[src/rtl/fe_trace_capture_ctrl_pkg.sv]
// Shared state encoding and FIFO command codes for the trace capture sequencer.
package fe_trace_capture_ctrl_pkg;

  typedef enum logic [1:0] {
    StIdle    = 2'd0,
    StArmed   = 2'd1,
    StCapture = 2'd2,
    StDone    = 2'd3
  } cap_state_e;

  localparam logic [1:0] CmdData = 2'b00;
  localparam logic [1:0] CmdTime = 2'b01;
  localparam logic [1:0] CmdStat = 2'b10;

endpackage

[src/rtl/fe_trace_capture_ctrl_ts_counter.sv]
// Inter-event timestamp counter: saturating increment, reload to 1, clear to 0,
// with an all-ones flag used to trigger idle rollover entries.
module fe_trace_capture_ctrl_ts_counter #(
  parameter int unsigned Width = 16
) (
  input  logic             trace_clk,
  input  logic             reset,
  input  logic             clear_i,
  input  logic             reload_i,
  input  logic             inc_i,
  output logic [Width-1:0] count_o,
  output logic             all_ones_o
);

  logic [Width-1:0] count_q;

  assign count_o    = count_q;
  assign all_ones_o = &count_q;

  // Clear beats reload beats increment; increment holds at all-ones.
  always_ff @(posedge trace_clk) begin
    if (reset) begin
      count_q <= '0;
    end else if (clear_i) begin
      count_q <= '0;
    end else if (reload_i) begin
      count_q <= Width'(1);
    end else if (inc_i && !all_ones_o) begin
      count_q <= count_q + Width'(1);
    end
  end

endmodule

[src/rtl/fe_trace_capture_ctrl.sv]
// Trace capture sequencer: arm, wait for trigger, then turn front-end events into
// FIFO write commands with short or long (TIME + event) timestamps.
module fe_trace_capture_ctrl
  import fe_trace_capture_ctrl_pkg::*;
#(
  parameter int unsigned pTIMESTAMP_FULL_WIDTH = 16,
  parameter int unsigned pCAPTURE_LEN_WIDTH    = 16
) (
  input  logic                             trace_clk,
  input  logic                             reset,
  input  logic                             I_arm,
  input  logic                             I_stop,
  input  logic                             I_trigger,
  input  logic                             I_event,
  input  logic [1:0]                       I_data_cmd,
  input  logic [15:0]                      I_max_short_timestamp,
  input  logic [pCAPTURE_LEN_WIDTH-1:0]    I_capture_len,
  input  logic                             I_fifo_full,
  output logic                             O_fifo_wr,
  output logic [1:0]                       O_fifo_command,
  output logic [pTIMESTAMP_FULL_WIDTH-1:0] O_fifo_time,
  output logic [1:0]                       O_state,
  output logic                             O_done,
  output logic                             O_overflow,
  output logic [pCAPTURE_LEN_WIDTH-1:0]    O_entry_count
);

  localparam int unsigned TsW  = pTIMESTAMP_FULL_WIDTH;
  localparam int unsigned ClW  = pCAPTURE_LEN_WIDTH;
  localparam int unsigned CmpW = (TsW > 16) ? TsW : 16;

  cap_state_e       state_q;
  logic             pend_q;
  logic [1:0]       pend_cmd_q;
  logic             wr_q;
  logic [1:0]       cmd_q;
  logic [TsW-1:0]   time_q;
  logic             ovf_q;
  logic [ClW-1:0]   count_q;

  logic [TsW-1:0]   ts;
  logic             ts_max;
  logic             in_cap, arm_ok, ts_clear, ts_reload, ts_inc;
  logic             wr_req, evt_take, evt_drop, rollover, pend_set, is_short, cap_hit;
  logic [1:0]       wr_cmd;
  logic [TsW-1:0]   wr_time;
  logic [ClW-1:0]   count_inc;

  fe_trace_capture_ctrl_ts_counter #(
    .Width (TsW)
  ) u_ts_counter (
    .trace_clk  (trace_clk),
    .reset      (reset),
    .clear_i    (ts_clear),
    .reload_i   (ts_reload),
    .inc_i      (ts_inc),
    .count_o    (ts),
    .all_ones_o (ts_max)
  );

  assign in_cap    = (state_q == StCapture) && !I_stop;
  assign arm_ok    = !I_stop && I_arm && ((state_q == StIdle) || (state_q == StDone));
  assign ts_clear  = arm_ok || (!I_stop && (state_q == StArmed) && I_trigger);
  assign ts_reload = evt_take || rollover;
  assign ts_inc    = in_cap && !ts_reload;
  assign is_short  = CmpW'(ts) <= CmpW'(I_max_short_timestamp);
  assign count_inc = count_q + ClW'(1);
  assign cap_hit   = (I_capture_len != '0) && (count_inc == I_capture_len);

  // Pick this cycle's write: pending second half first, then a new event, then rollover.
  always_comb begin
    wr_req   = 1'b0;
    wr_cmd   = CmdData;
    wr_time  = '0;
    evt_take = 1'b0;
    evt_drop = 1'b0;
    rollover = 1'b0;
    pend_set = 1'b0;
    if (in_cap) begin
      if (pend_q) begin
        // Event half of a long pair goes out now; a colliding event is lost.
        wr_req   = 1'b1;
        wr_cmd   = pend_cmd_q;
        evt_drop = I_event;
      end else if (I_event) begin
        evt_take = 1'b1;
        wr_req   = 1'b1;
        wr_time  = ts;
        if (is_short) begin
          wr_cmd = I_data_cmd;
        end else begin
          wr_cmd   = CmdTime;
          pend_set = 1'b1;
        end
      end else if (ts_max) begin
        rollover = 1'b1;
        wr_req   = 1'b1;
        wr_cmd   = CmdTime;
        wr_time  = ts;
      end
    end
  end

  // Capture FSM with registered FIFO strobe, status and counters.
  always_ff @(posedge trace_clk) begin
    if (reset) begin
      state_q    <= StIdle;
      pend_q     <= 1'b0;
      pend_cmd_q <= CmdData;
      wr_q       <= 1'b0;
      cmd_q      <= CmdData;
      time_q     <= '0;
      ovf_q      <= 1'b0;
      count_q    <= '0;
    end else begin
      wr_q <= 1'b0;
      if (I_stop) begin
        state_q <= StIdle;
        pend_q  <= 1'b0;
      end else begin
        case (state_q)
          StIdle, StDone: begin
            if (I_arm) begin
              state_q <= StArmed;
              ovf_q   <= 1'b0;
              count_q <= '0;
            end
          end
          StArmed: begin
            if (I_trigger) state_q <= StCapture;
          end
          StCapture: begin
            if (evt_drop) ovf_q <= 1'b1;
            pend_q <= pend_set;
            if (pend_set) pend_cmd_q <= I_data_cmd;
            if (wr_req) begin
              if (I_fifo_full) begin
                ovf_q   <= 1'b1;
                state_q <= StDone;
                pend_q  <= 1'b0;
              end else begin
                wr_q    <= 1'b1;
                cmd_q   <= wr_cmd;
                time_q  <= wr_time;
                count_q <= count_inc;
                if (cap_hit) begin
                  state_q <= StDone;
                  pend_q  <= 1'b0;
                end
              end
            end
          end
          default: state_q <= StIdle;
        endcase
      end
    end
  end

  assign O_fifo_wr      = wr_q;
  assign O_fifo_command = cmd_q;
  assign O_fifo_time    = time_q;
  assign O_state        = state_q;
  assign O_done         = (state_q == StDone);
  assign O_overflow     = ovf_q;
  assign O_entry_count  = count_q;

endmodule

[config.mk]
export PLATFORM = sky130hd
export DESIGN_NAME = fe_trace_capture_ctrl
export DESIGN_NICKNAME = d
export VERILOG_FILES = /design/src/rtl/fe_trace_capture_ctrl_pkg.sv /design/src/rtl/fe_trace_capture_ctrl_ts_counter.sv /design/src/rtl/fe_trace_capture_ctrl.sv
export SDC_FILE = /design/constraint.sdc
export NUM_CORES = 1
export LEC_CHECK = 0
export CORE_MARGIN = 2
export CORE_UTILIZATION = 30
export CTS_CLUSTER_DIAMETER = 200
export DETAILED_ROUTE_END_ITERATION = 12
export GPL_ROUTABILITY_DRIVEN = 1
export PLACE_DENSITY = 0.62
export SYNTH_ARGS = -nofsm -noshare
export SYNTH_HDL_FRONTEND = slang
export SYNTH_HIERARCHICAL = 1
export SYNTH_SLANG_ARGS = --single-unit
export TNS_END_PERCENT = 5
[constraint.sdc]
create_clock -name trace_clk -period 8.15 [get_ports trace_clk]
set_input_delay 1.2225 -clock trace_clk [delete_from_list [all_inputs] [get_ports trace_clk]]
set_output_delay 1.2225 -clock trace_clk [all_outputs]
set_load 0.1 [all_outputs]
==> results of run 1 <==
==> cells by family (layout without fill, tap and decap cells) <==
kind of cell             after synthesis  in the layout  synth area share [%]
AND/OR/NAND/NOR                      210            210                  30.1
AO/OA/AOI/OAI                        117            117                  19.8
flip-flops                            57             57                  30.2
buffers and inverters                 47            120                  5.60
adder cells (fa/ha/maj)               22             22                  7.29
XOR/XNOR                              22             22                  5.10
multiplexers                           7              7                  1.85
==> final cells by class <==
type                       instances  area [µm²]
fill                            1242        7150
multi-input combinational        378        2430
sequential                        57        1140
timing repair buffer              82         813
clock buffer                      11         253
tap                              168         210
inverter                          22        82.6
clock inverter                     5        77.6
==> flip-flops by register name (all words and copies together), names as in the netlist <==
register / flops
O_fifo_wr: 1
O_fifo_time: 16
O_overflow: 1
pend_cmd_q: 2
pend_q: 1
O_entry_count: 16
O_fifo_command: 2
u_ts_counter/count_o: 16
O_state: 2
==> power groups by stage <==
stage | Clock (mW) | Combinational (mW) | Sequential (mW)
CTS | 0.420 | 0.0809 | 0.281
global placement | 0 | 0.0794 | 0.287
floorplan | 0 | 0.0394 | 0.293
detailed placement | 0 | 0.0806 | 0.287
global route | 0.432 | 0.0887 | 0.281
finish | 0.411 | 0.0806 | 0.281
==> synthesized netlist by cell type, types with 4 or more instances <==
library cell	number	area, µm²
dfxtp_1	57	1140
nand2_1	57	214
a21oi_1	45	225
nor2_1	40	150
nand3_1	27	135
o21ai_0	23	115
ha_1	22	275
inv_1	22	82.6
clkbuf_1	17	63.8
xnor2_1	17	149
nor4_1	14	87.6
nand4_1	12	75.1
nor3_1	10	50.1
o21a_1	8	60.1
a31oi_1	7	43.8
mux2i_1	7	70.1
nand2b_1	7	43.8
nor2b_1	6	37.5
a21o_1	5	37.5
and3_1	5	31.3
or3_1	5	31.3
xor2_1	5	43.8
a2111o_1	4	45.0
a211oi_1	4	30.0
buf_2	4	20.0
buf_6	4	45.0
nor4_2	4	50.1
==> worst min path at each step <==
stage                                start                          end
5_1_grt        O_fifo_time[7]$_SDFFE_PP0P_  O_fifo_time[7]$_SDFFE_PP0P_
6_report       O_fifo_time[7]$_SDFFE_PP0P_  O_fifo_time[7]$_SDFFE_PP0P_
3_3_place_gp   O_fifo_time[7]$_SDFFE_PP0P_  O_fifo_time[7]$_SDFFE_PP0P_
2_1_floorplan   pend_cmd_q[0]$_SDFFE_PP0P_   pend_cmd_q[0]$_SDFFE_PP0P_
4_1_cts        O_fifo_time[7]$_SDFFE_PP0P_  O_fifo_time[7]$_SDFFE_PP0P_
3_5_place_dp   O_fifo_time[7]$_SDFFE_PP0P_  O_fifo_time[7]$_SDFFE_PP0P_
==> through the flow <==
step           power, mW  cell area (µm²)  instances  hold slack [ns]
2_1_floorplan      0.332             3780        482            0.463
3_3_place_gp       0.367             4680        707            0.441
3_5_place_dp       0.368             4680        707            0.448
4_1_cts            0.782             5010        723            0.453
5_1_grt            0.802             5010        723            0.465
6_report           0.773             5010        723            0.447
==> metal layers <==
layer	vias to the layer above	part of all wire, %	GRT usage (%)
met5	-	0	0
met2	114	47	26.8
met3	20	5.4	4.51
li1	1896	-	-
met1	1730	45	19.5
met4	0	2.5	5.40
==> layout by cell type (no fill, tap or decap), drive strengths merged, types with 3 or more instances in the layout <==
cell / synthesis / final
clkdlybuf4s50: 0 / 79
dfxtp: 57 / 57
nand2: 57 / 57
a21oi: 45 / 45
nor2: 40 / 40
nand3: 27 / 27
o21ai: 23 / 23
inv: 22 / 22
ha: 22 / 22
nor4: 18 / 18
xnor2: 17 / 17
nand4: 16 / 16
nor3: 11 / 11
clkbuf: 17 / 11
o21a: 8 / 8
nand2b: 7 / 7
a31oi: 7 / 7
mux2i: 7 / 7
and3: 7 / 7
nor2b: 6 / 6
or3: 6 / 6
a21o: 5 / 5
xor2: 5 / 5
a211oi: 5 / 5
and4: 5 / 5
a2111o: 4 / 4
nand3b: 3 / 3
buf: 8 / 3
==> worst register-to-register path: cells and delay by family, from the launching register on <==
kind / cells / cell delay [ns]
AND/OR/NAND/NOR: 7 / 2.71
flip-flops: 1 / 0.49
AO/OA/AOI/OAI: 2 / 0.42
==> flow_summary.html, run 1 <==
<table>
<tr><th>Metric</th><th>Value</th></tr>
<tr><th colspan="2">Status</th></tr>
<tr><td>Outcome</td><td>finished clean</td></tr>
<tr><th colspan="2">Detailed routing</th></tr>
<tr><td>DRT iter0 DRCs</td><td>168</td></tr>
<tr><td>Routed length per instance</td><td>14.2 µm</td></tr>
<tr><td>Detailed-route via count</td><td>3760</td></tr>
<tr><td>Total wire length after detailed routing</td><td>10.3 mm</td></tr>
<tr><td>First-pass iteration count of the detailed router</td><td>4</td></tr>
<tr><td>Number of design rule violations left after detail routing</td><td>0</td></tr>
<tr><td>Vias per inst</td><td>5.20</td></tr>
<tr><td>Remaining antenna violation count</td><td>0</td></tr>
<tr><th colspan="2">Floorplan</th></tr>
<tr><td>Io pins</td><td>80</td></tr>
<tr><td>Die Height</td><td>116 µm</td></tr>
<tr><td>Die Span X</td><td>116 µm</td></tr>
<tr><td>Area of the core region</td><td>0.0122 mm²</td></tr>
<tr><td>Area enclosed by the die boundary</td><td>0.0135 mm²</td></tr>
<tr><td>Initial core utilization</td><td>31.1%</td></tr>
<tr><td>Row cnt</td><td>40</td></tr>
<tr><th colspan="2">Critical path</th></tr>
<tr><td>Critical register-to-register path endpoint</td><td>O_fifo_command[0]$_SDFFE_PP0P_</td></tr>
<tr><td>Standard cell with the maximum stage delay on the critical path</td><td>nor2_1</td></tr>
<tr><td>Worst Path Max Fanout</td><td>21</td></tr>
<tr><td>Register-to-register setup slack</td><td>4.46 ns</td></tr>
<tr><td>Critical path buffers and inverters</td><td>0</td></tr>
<tr><td>Critical Setup Path Class</td><td>register to register</td></tr>
<tr><td>Critical path data required time</td><td>8.40 ns</td></tr>
<tr><td>Most used cell along the critical path</td><td>nor2_1</td></tr>
<tr><td>Data arrival time at the worst-slack endpoint</td><td>3.94 ns</td></tr>
<tr><td>Critical path cell sequence</td><td>nand4_2, nor3_4, and2_1, nor2_1, a21o_1, nor2_1, nor2_1, or3_1, a31oi_1</td></tr>
<tr><td>Worst path depth</td><td>9</td></tr>
<tr><td>Critical path launch point type</td><td>register</td></tr>
<tr><td>Setup crit end</td><td>O_fifo_command[0]$_SDFFE_PP0P_</td></tr>
<tr><td>Cell type group with the largest total delay on the critical path</td><td>simple AND/OR/NAND/NOR gates</td></tr>
<tr><td>Max incr delay on CP</td><td>0.93 ns</td></tr>
<tr><td>CP endpoint kind</td><td>register</td></tr>
<tr><td>Startpoint of the lowest-slack register-to-register path</td><td>u_ts_counter/count_o[3]$_SDFFE_PP0P_</td></tr>
<tr><td>Critical path origin</td><td>u_ts_counter/count_o[3]$_SDFFE_PP0P_</td></tr>
<tr><td>Cell count of the worst reg-to-reg path</td><td>9</td></tr>
<tr><th colspan="2">Cells and area</th></tr>
<tr><td>Signed area change from the synthesized netlist to the final layout</td><td>32.6%</td></tr>
<tr><td>Proportion of layout cells with a drive suffix above 1</td><td>6.85%</td></tr>
<tr><td>Total number of nets in the final design</td><td>613</td></tr>
<tr><td>Total inserted antenna cells</td><td>0</td></tr>
<tr><td>Util after Layout</td><td>41.2%</td></tr>
<tr><th colspan="2">Timing</th></tr>
<tr><td>Total setup violations reported at the end of the flow</td><td>0</td></tr>
<tr><td>Worst clock skew on the final layout</td><td>0.00920 ns</td></tr>
<tr><td>Final total negative setup slack</td><td>0 ns</td></tr>
<tr><td>Number of hold-slack violations in the final timing report</td><td>0</td></tr>
<tr><td>Share of the cycle needed by the critical path after routing</td><td>45.3%</td></tr>
<tr><td>Final critical-path setup slack</td><td>4.46 ns</td></tr>
<tr><td>Worst slew margin relative to its limit</td><td>20.0%</td></tr>
<tr><td>Slew Limit Fails</td><td>0</td></tr>
<tr><td>Actual transition at the worst max-transition pin</td><td>1.20 ns</td></tr>
<tr><td>RSZ-0062 raised after global routing</td><td>false</td></tr>
<tr><td>Minimum clock period</td><td>3.69 ns</td></tr>
<tr><td>Max frequency</td><td>271 MHz</td></tr>
<tr><th colspan="2">GRT</th></tr>
<tr><td>Total gr overflow</td><td>0</td></tr>
<tr><td>Pin count of the biggest net entering global routing</td><td>44</td></tr>
<tr><td>Combined global-route utilization of all metal layers</td><td>15.9%</td></tr>
<tr><td>Initial antenna violation count</td><td>0</td></tr>
<tr><td>Wire length of the first global-routing pass</td><td>17.2 mm</td></tr>
<tr><td>Vias in the first global route</td><td>3709</td></tr>
<tr><th colspan="2">Clock tree</th></tr>
<tr><td>Hold-fix buffers at CTS</td><td>0</td></tr>
<tr><td>Post-CTS Setup Bufs</td><td>0</td></tr>
<tr><td>CTS resizes</td><td>0</td></tr>
<tr><td>Clock latency of the later-clocked register in the worst-skew pair</td><td>0.32 ns</td></tr>
<tr><td>CTS sink count</td><td>57</td></tr>
<tr><td>Root cell of the clock tree</td><td>clkbuf_16</td></tr>
<tr><td>Number of buffers on the longest clock path</td><td>2</td></tr>
<tr><td>CTS tree</td><td>yes</td></tr>
<tr><td>H-Tree Level Count</td><td>3</td></tr>
<tr><td>Clock buffer count from CTS</td><td>9</td></tr>
<tr><td>Clock-pin slew on the worst setup and hold paths</td><td>0.05 ns</td></tr>
<tr><th colspan="2">Power and ir drop</th></tr>
<tr><td>Part of the total power dissipated in sequential elements</td><td>36.4%</td></tr>
<tr><td>Cell internal power dissipation</td><td>0.599 mW</td></tr>
<tr><td>Leak Pwr</td><td>1.88 nW</td></tr>
<tr><td>Share of total power in the clock network</td><td>53.1%</td></tr>
<tr><td>Combinational group share of total power</td><td>10.4%</td></tr>
<tr><td>Net switching power figure</td><td>0.174 mW</td></tr>
<tr><td>Net switching share of the total power</td><td>22.5%</td></tr>
<tr><td>Power density over the cells</td><td>154 mW/mm²</td></tr>
<tr><td>Max rail drop VDD</td><td>0.0919 mV</td></tr>
<tr><th colspan="2">Worst hold path</th></tr>
<tr><td>Hold path cells</td><td>2</td></tr>
<tr><td>Kind of path behind the tightest hold check</td><td>register to register</td></tr>
<tr><th colspan="2">Place</th></tr>
<tr><td>Routability cong.</td><td>0.829</td></tr>
<tr><td>HPWL reported at the end of detailed placement</td><td>7.66 mm</td></tr>
<tr><td>Worst Setup Slack post-DPL</td><td>4.20 ns</td></tr>
<tr><td>Port Buffers</td><td>79</td></tr>
<tr><th colspan="2">Flow run</th></tr>
<tr><td>Max cap viols</td><td>0</td></tr>
<tr><th colspan="2">Synthesis</th></tr>
<tr><td>Cell Area, Synth</td><td>0.00378 mm²</td></tr>
<tr><td>Sequential fraction of the synthesis area</td><td>30.2%</td></tr>
<tr><td>Average cell area after synthesis</td><td>7.84 µm²</td></tr>
<tr><td>Asr flop ratio synth</td><td>0%</td></tr>
<tr><td>Synth Net Count</td><td>545</td></tr>
<tr><td>Count of cell types in the netlist</td><td>59</td></tr>
<tr><td>Primary FF master, synth</td><td>dfxtp_1</td></tr>
<tr><td>Synth Instances</td><td>482</td></tr>
<tr><td>Post-synth EDFFs</td><td>0</td></tr>
<tr><td>Number of synthesized register bits</td><td>57</td></tr>
<tr><td>Synth warn</td><td>6</td></tr>
</table>
Power figures use the tool's default switching activity.
==> inputs of run 2 (changes only) <==
Settings changed: PLACE_DENSITY 0.62 to 0.64.
Clock period 8.15 ns to 3.3 ns, I/O delays scaled along.
==> flow_summary.html, run 2 (synthesis results as in run 1) <==
<table>
<tr><th>Metric</th><th>Value</th></tr>
<tr><th colspan="2">Status</th></tr>
<tr><td>Outcome</td><td>finished clean</td></tr>
<tr><th colspan="2">Detailed routing</th></tr>
<tr><td>Remaining antenna violation count</td><td>0</td></tr>
<tr><td>Vias per inst</td><td>5.15</td></tr>
<tr><td>Detailed-route via count</td><td>3772</td></tr>
<tr><td>Routed length per instance</td><td>14.4 µm</td></tr>
<tr><td>Total wire length after detailed routing</td><td>10.6 mm</td></tr>
<tr><td>DRT iter0 DRCs</td><td>181</td></tr>
<tr><td>Number of design rule violations left after detail routing</td><td>0</td></tr>
<tr><td>First-pass iteration count of the detailed router</td><td>4</td></tr>
<tr><th colspan="2">GRT</th></tr>
<tr><td>Vias in the first global route</td><td>3696</td></tr>
<tr><td>Initial antenna violation count</td><td>0</td></tr>
<tr><td>Total gr overflow</td><td>0</td></tr>
<tr><td>Pin count of the biggest net entering global routing</td><td>43</td></tr>
<tr><td>Combined global-route utilization of all metal layers</td><td>16.3%</td></tr>
<tr><td>Wire length of the first global-routing pass</td><td>17.4 mm</td></tr>
<tr><th colspan="2">Timing</th></tr>
<tr><td>Slew Limit Fails</td><td>0</td></tr>
<tr><td>Final total negative setup slack</td><td>0 ns</td></tr>
<tr><td>Final critical-path setup slack</td><td>0.292 ns</td></tr>
<tr><td>Number of hold-slack violations in the final timing report</td><td>0</td></tr>
<tr><td>Worst slew margin relative to its limit</td><td>34.8%</td></tr>
<tr><td>Total setup violations reported at the end of the flow</td><td>0</td></tr>
<tr><td>Post-route worst hold slack</td><td>0.449 ns</td></tr>
<tr><td>Max frequency</td><td>332 MHz</td></tr>
<tr><td>Share of the cycle needed by the critical path after routing</td><td>91.1%</td></tr>
<tr><td>RSZ-0062 raised after global routing</td><td>false</td></tr>
<tr><td>Worst clock skew on the final layout</td><td>0.00919 ns</td></tr>
<tr><td>Actual transition at the worst max-transition pin</td><td>0.975 ns</td></tr>
<tr><td>Minimum clock period</td><td>3.01 ns</td></tr>
<tr><th colspan="2">Cells and area</th></tr>
<tr><td>Most frequent standard cell in the layout excluding fill and tap cells</td><td>clkdlybuf4s50_1</td></tr>
<tr><td>Most frequent cells in the layout</td><td>clkdlybuf4s50_1 (63), dfxtp_1 (57), nand2_1 (57)</td></tr>
<tr><td>Util after Layout</td><td>41.5%</td></tr>
<tr><td>Total inserted antenna cells</td><td>0</td></tr>
<tr><td>Final Cell Area</td><td>0.00504 mm²</td></tr>
<tr><td>Proportion of layout cells with a drive suffix above 1</td><td>11.3%</td></tr>
<tr><td>Signed area change from the synthesized netlist to the final layout</td><td>33.6%</td></tr>
<tr><td>Total number of nets in the final design</td><td>625</td></tr>
<tr><th colspan="2">Place</th></tr>
<tr><td>Routability cong.</td><td>0.877</td></tr>
<tr><td>HPWL reported at the end of detailed placement</td><td>7.83 mm</td></tr>
<tr><td>Worst Setup Slack post-DPL</td><td>0.107 ns</td></tr>
<tr><td>Placed instance area</td><td>0.00473 mm²</td></tr>
<tr><td>Port Buffers</td><td>79</td></tr>
<tr><th colspan="2">Clock tree</th></tr>
<tr><td>H-Tree Level Count</td><td>3</td></tr>
<tr><td>Number of buffers on the longest clock path</td><td>2</td></tr>
<tr><td>Root cell of the clock tree</td><td>clkbuf_16</td></tr>
<tr><td>CTS tree</td><td>yes</td></tr>
<tr><td>Clock buffer count from CTS</td><td>9</td></tr>
<tr><td>Clock-pin slew on the worst setup and hold paths</td><td>0.05 ns</td></tr>
<tr><td>Clock latency of the later-clocked register in the worst-skew pair</td><td>0.33 ns</td></tr>
<tr><td>CTS resizes</td><td>0</td></tr>
<tr><td>CTS sink count</td><td>57</td></tr>
<tr><td>Hold-fix buffers at CTS</td><td>0</td></tr>
<tr><td>Post-CTS Setup Bufs</td><td>0</td></tr>
<tr><th colspan="2">Floorplan</th></tr>
<tr><td>Initial core utilization</td><td>31.1%</td></tr>
<tr><td>Row cnt</td><td>40</td></tr>
<tr><td>Die Height</td><td>116 µm</td></tr>
<tr><td>Area enclosed by the die boundary</td><td>0.0135 mm²</td></tr>
<tr><td>Area of the core region</td><td>0.0122 mm²</td></tr>
<tr><td>Die Span X</td><td>116 µm</td></tr>
<tr><td>Io pins</td><td>80</td></tr>
<tr><th colspan="2">Critical path</th></tr>
<tr><td>Critical path launch point type</td><td>register</td></tr>
<tr><td>Critical Setup Path Class</td><td>register to register</td></tr>
<tr><td>Register-to-register setup slack</td><td>0.29 ns</td></tr>
<tr><td>Cell type group with the largest total delay on the critical path</td><td>simple AND/OR/NAND/NOR gates</td></tr>
<tr><td>Max incr delay on CP</td><td>0.43 ns</td></tr>
<tr><td>Setup crit end</td><td>O_state[1]$_SDFFE_PP0P_</td></tr>
<tr><td>CP endpoint kind</td><td>register</td></tr>
<tr><td>Startpoint of the lowest-slack register-to-register path</td><td>u_ts_counter/count_o[13]$_SDFFE_PP0P_</td></tr>
<tr><td>Worst Path Max Fanout</td><td>12</td></tr>
<tr><td>Worst path depth</td><td>11</td></tr>
<tr><td>Critical path data required time</td><td>3.51 ns</td></tr>
<tr><td>Critical path cell sequence</td><td>and4_4, and3_4, and2_1, nor2_1, a21o_1, nor3_1, and4_1, nand4_1, o31ai_4, nand3_1, a32o_1</td></tr>
<tr><td>Standard cell with the maximum stage delay on the critical path</td><td>dfxtp_1</td></tr>
<tr><td>Critical path origin</td><td>u_ts_counter/count_o[13]$_SDFFE_PP0P_</td></tr>
<tr><td>Cell count of the worst reg-to-reg path</td><td>11</td></tr>
<tr><td>Critical path buffers and inverters</td><td>0</td></tr>
<tr><td>Data arrival time at the worst-slack endpoint</td><td>3.22 ns</td></tr>
<tr><td>Critical register-to-register path endpoint</td><td>O_state[1]$_SDFFE_PP0P_</td></tr>
<tr><th colspan="2">Flow run</th></tr>
<tr><td>Max cap viols</td><td>0</td></tr>
<tr><th colspan="2">Power and ir drop</th></tr>
<tr><td>Max rail drop VDD</td><td>0.196 mV</td></tr>
<tr><td>Leak Pwr</td><td>1.97 nW</td></tr>
<tr><td>Power density over the cells</td><td>378 mW/mm²</td></tr>
<tr><th colspan="2">Worst hold path</th></tr>
<tr><td>Kind of path behind the tightest hold check</td><td>register to register</td></tr>
</table>
[run 2: where the power goes]
group	switching (mW)	internal, mW	total (mW)	leakage [nW]
logic	0.111	0.0913	0.202	1.36
clock network	0.320	0.691	1.01	0.157
registers	0.00368	0.692	0.695	0.459
total	0.434	1.47	1.91	1.97
[run 2: area by class of cell]
type                    instances  area (µm²)
repair buffers                 94         863
inverters                      22        82.6
well taps                     168         210
fillers                      1262        7120
clock buffers                  11         253
clock inverters                 3        65.1
flip-flops and latches         57        1140
multi-input cells             378        2430
[run 2: tightest hold or removal path, cell delays in order, from the launching register on]
cell and delay [ns]:
dfxtp_1 0.30, nand2_1 0.05, a21oi_1 0.05
[run 2: worst min-delay path by stage]
stage	from	end	slack [ns]	cells after the start
floorplan	pend_cmd_q[0]$_SDFFE_PP0P_	pend_cmd_q[0]$_SDFFE_PP0P_	0.46	2
global placement	O_fifo_time[0]$_SDFFE_PP0P_	O_fifo_time[0]$_SDFFE_PP0P_	0.44	2
detailed placement	O_fifo_time[7]$_SDFFE_PP0P_	O_fifo_time[7]$_SDFFE_PP0P_	0.45	2
CTS	O_fifo_time[7]$_SDFFE_PP0P_	O_fifo_time[7]$_SDFFE_PP0P_	0.45	2
global route	O_fifo_time[2]$_SDFFE_PP0P_	O_fifo_time[2]$_SDFFE_PP0P_	0.46	2
finish	O_fifo_time[4]$_SDFFE_PP0P_	O_fifo_time[4]$_SDFFE_PP0P_	0.45	2
[run 2: routing by layer]
metal | global-route usage, % | wire [µm] | part of all wire [%] | vias up
met5 | 0 | 0 | 0 | -
li1 | - | - | - | 1920
met2 | 29.4 | 5300 | 50 | 94
met1 | 19.4 | 4670 | 44 | 1750
met3 | 4.36 | 523 | 5.0 | 8
met4 | 3.73 | 72 | 0.68 | 0
[run 2: metrics by stage]
| stage | std cells | power, mW |
|---|---|---|
| finish | 733 | 1.91 |
| global route | 733 | 1.97 |
| CTS | 733 | 1.92 |
| detailed placement | 719 | 0.910 |
| global placement | 719 | 0.907 |
| floorplan | 482 | 0.821 |
==> edit: new RTL, flow settings as in run 1 <==
Set the parameter `pCAPTURE_LEN_WIDTH` to 8 (it was 16).
--- a/src/rtl/fe_trace_capture_ctrl.sv
+++ b/src/rtl/fe_trace_capture_ctrl.sv
@@ -4,7 +4,7 @@
   import fe_trace_capture_ctrl_pkg::*;
 #(
   parameter int unsigned pTIMESTAMP_FULL_WIDTH = 16,
-  parameter int unsigned pCAPTURE_LEN_WIDTH    = 16
+  parameter int unsigned pCAPTURE_LEN_WIDTH    = 8
 ) (
   input  logic                             trace_clk,
   input  logic                             reset,
Ports: changed (resized I_capture_len and O_entry_count); port bits go from 80 to 64. No check against the original RTL was run, so the function may have changed too.
==> edit against run 1 <==
  * Worst setup slack better by 380 ps
  * Wire length decreased by 22%
  * Synthesized cell count is 23% lower
  * Sequential cell count down 8
  * Cell count shrank 23%
  * Clock power decreased by 64%
  * Clock skew shrank 2.5 ps
  * Area after synthesis down 19%
  * Final area is 23% lower
  * Power is 42% lower
  * Critical path depth is 2 lower
  * Combinational power fell by 28%
  * Highest routed layer unchanged
==> edit: results (changes against run 1) <==
outcome=complete, no violations; fin nets=479 (-22%); layout cells sized above 1=5.882% (-0.96 points); via count=2911 (-23%); met2 track demand over resource=23.44% (-3.3 points); Max H-tree Level=2 (-1); Pwr top=sequential cells; worst r2r dst=u_ts_counter/count_o[4]; placed cells=550 (-22%); Worst-Margin Slew=978.3 ps (-217.7 ps); clock power share=32.9% (-20 points); Clk power=0.000146 W (-64%); post-synthesis cell count=369 (-23%); CTS Buf Count=5 (-4); top cells by count, synth=dfxtp_1, nor2_1, nand2_1; fillers=1041 (-16%); Post-Syn Nets=424 (-22%); final hold slack=486.5 ps (+39.32 ps); Hold Crit Endpoint=pend_cmd_q[1]; Final Cell Area=0.003847 sq mm (-23%); post-layout minimum cycle time=3314 ps (-380.4 ps); PortBufs=63 (-20%); slowest stage cell on the critical path=clkdlybuf4s50_1; clk_skew=6.731 ps (-2.473 ps); Gate power share=13.0% (+2.6 points); Total Wirelength=7993 microns (-22%); met3 WL=459 microns (-18%)
edit: changes by cell type after synthesis, moves of 4 or more:
cell	change
dfxtp_1	-8
nand2_1	-28
o21a_1	-6
clkbuf_1	-11
a22oi_1	+17
nand3_1	-19
a21oi_1	-18
nor4_1	-9
xnor2_1	-7
nor2_1	+5
buf_2	+4
o21ai_0	-9
nand4_1	-4
edit: area by class of cell:
| cell class | count | area share (%) |
|---|---|---|
| multi-input combinational | 282 | 49.01 |
| sequential | 49 | 25.50 |
| timing repair buffer | 66 | 16.98 |
| tap | 133 | 4.325 |
| inverter | 20 | 1.951 |
| clock buffer | 5 | 1.789 |
| clock inverter | 3 | 0.4553 |
edit: cells by family after synthesis:
group,Yosys count,synth area share (%)
muxes,7,2.304
xor gates and xnor gates,14,4.031
buffers and inverters,38,5.759
adders and majority gates,22,9.050
DFF,49,32.25
and+or+nand+nor,144,25.83
AOI/OAI and AO/OA,95,20.77
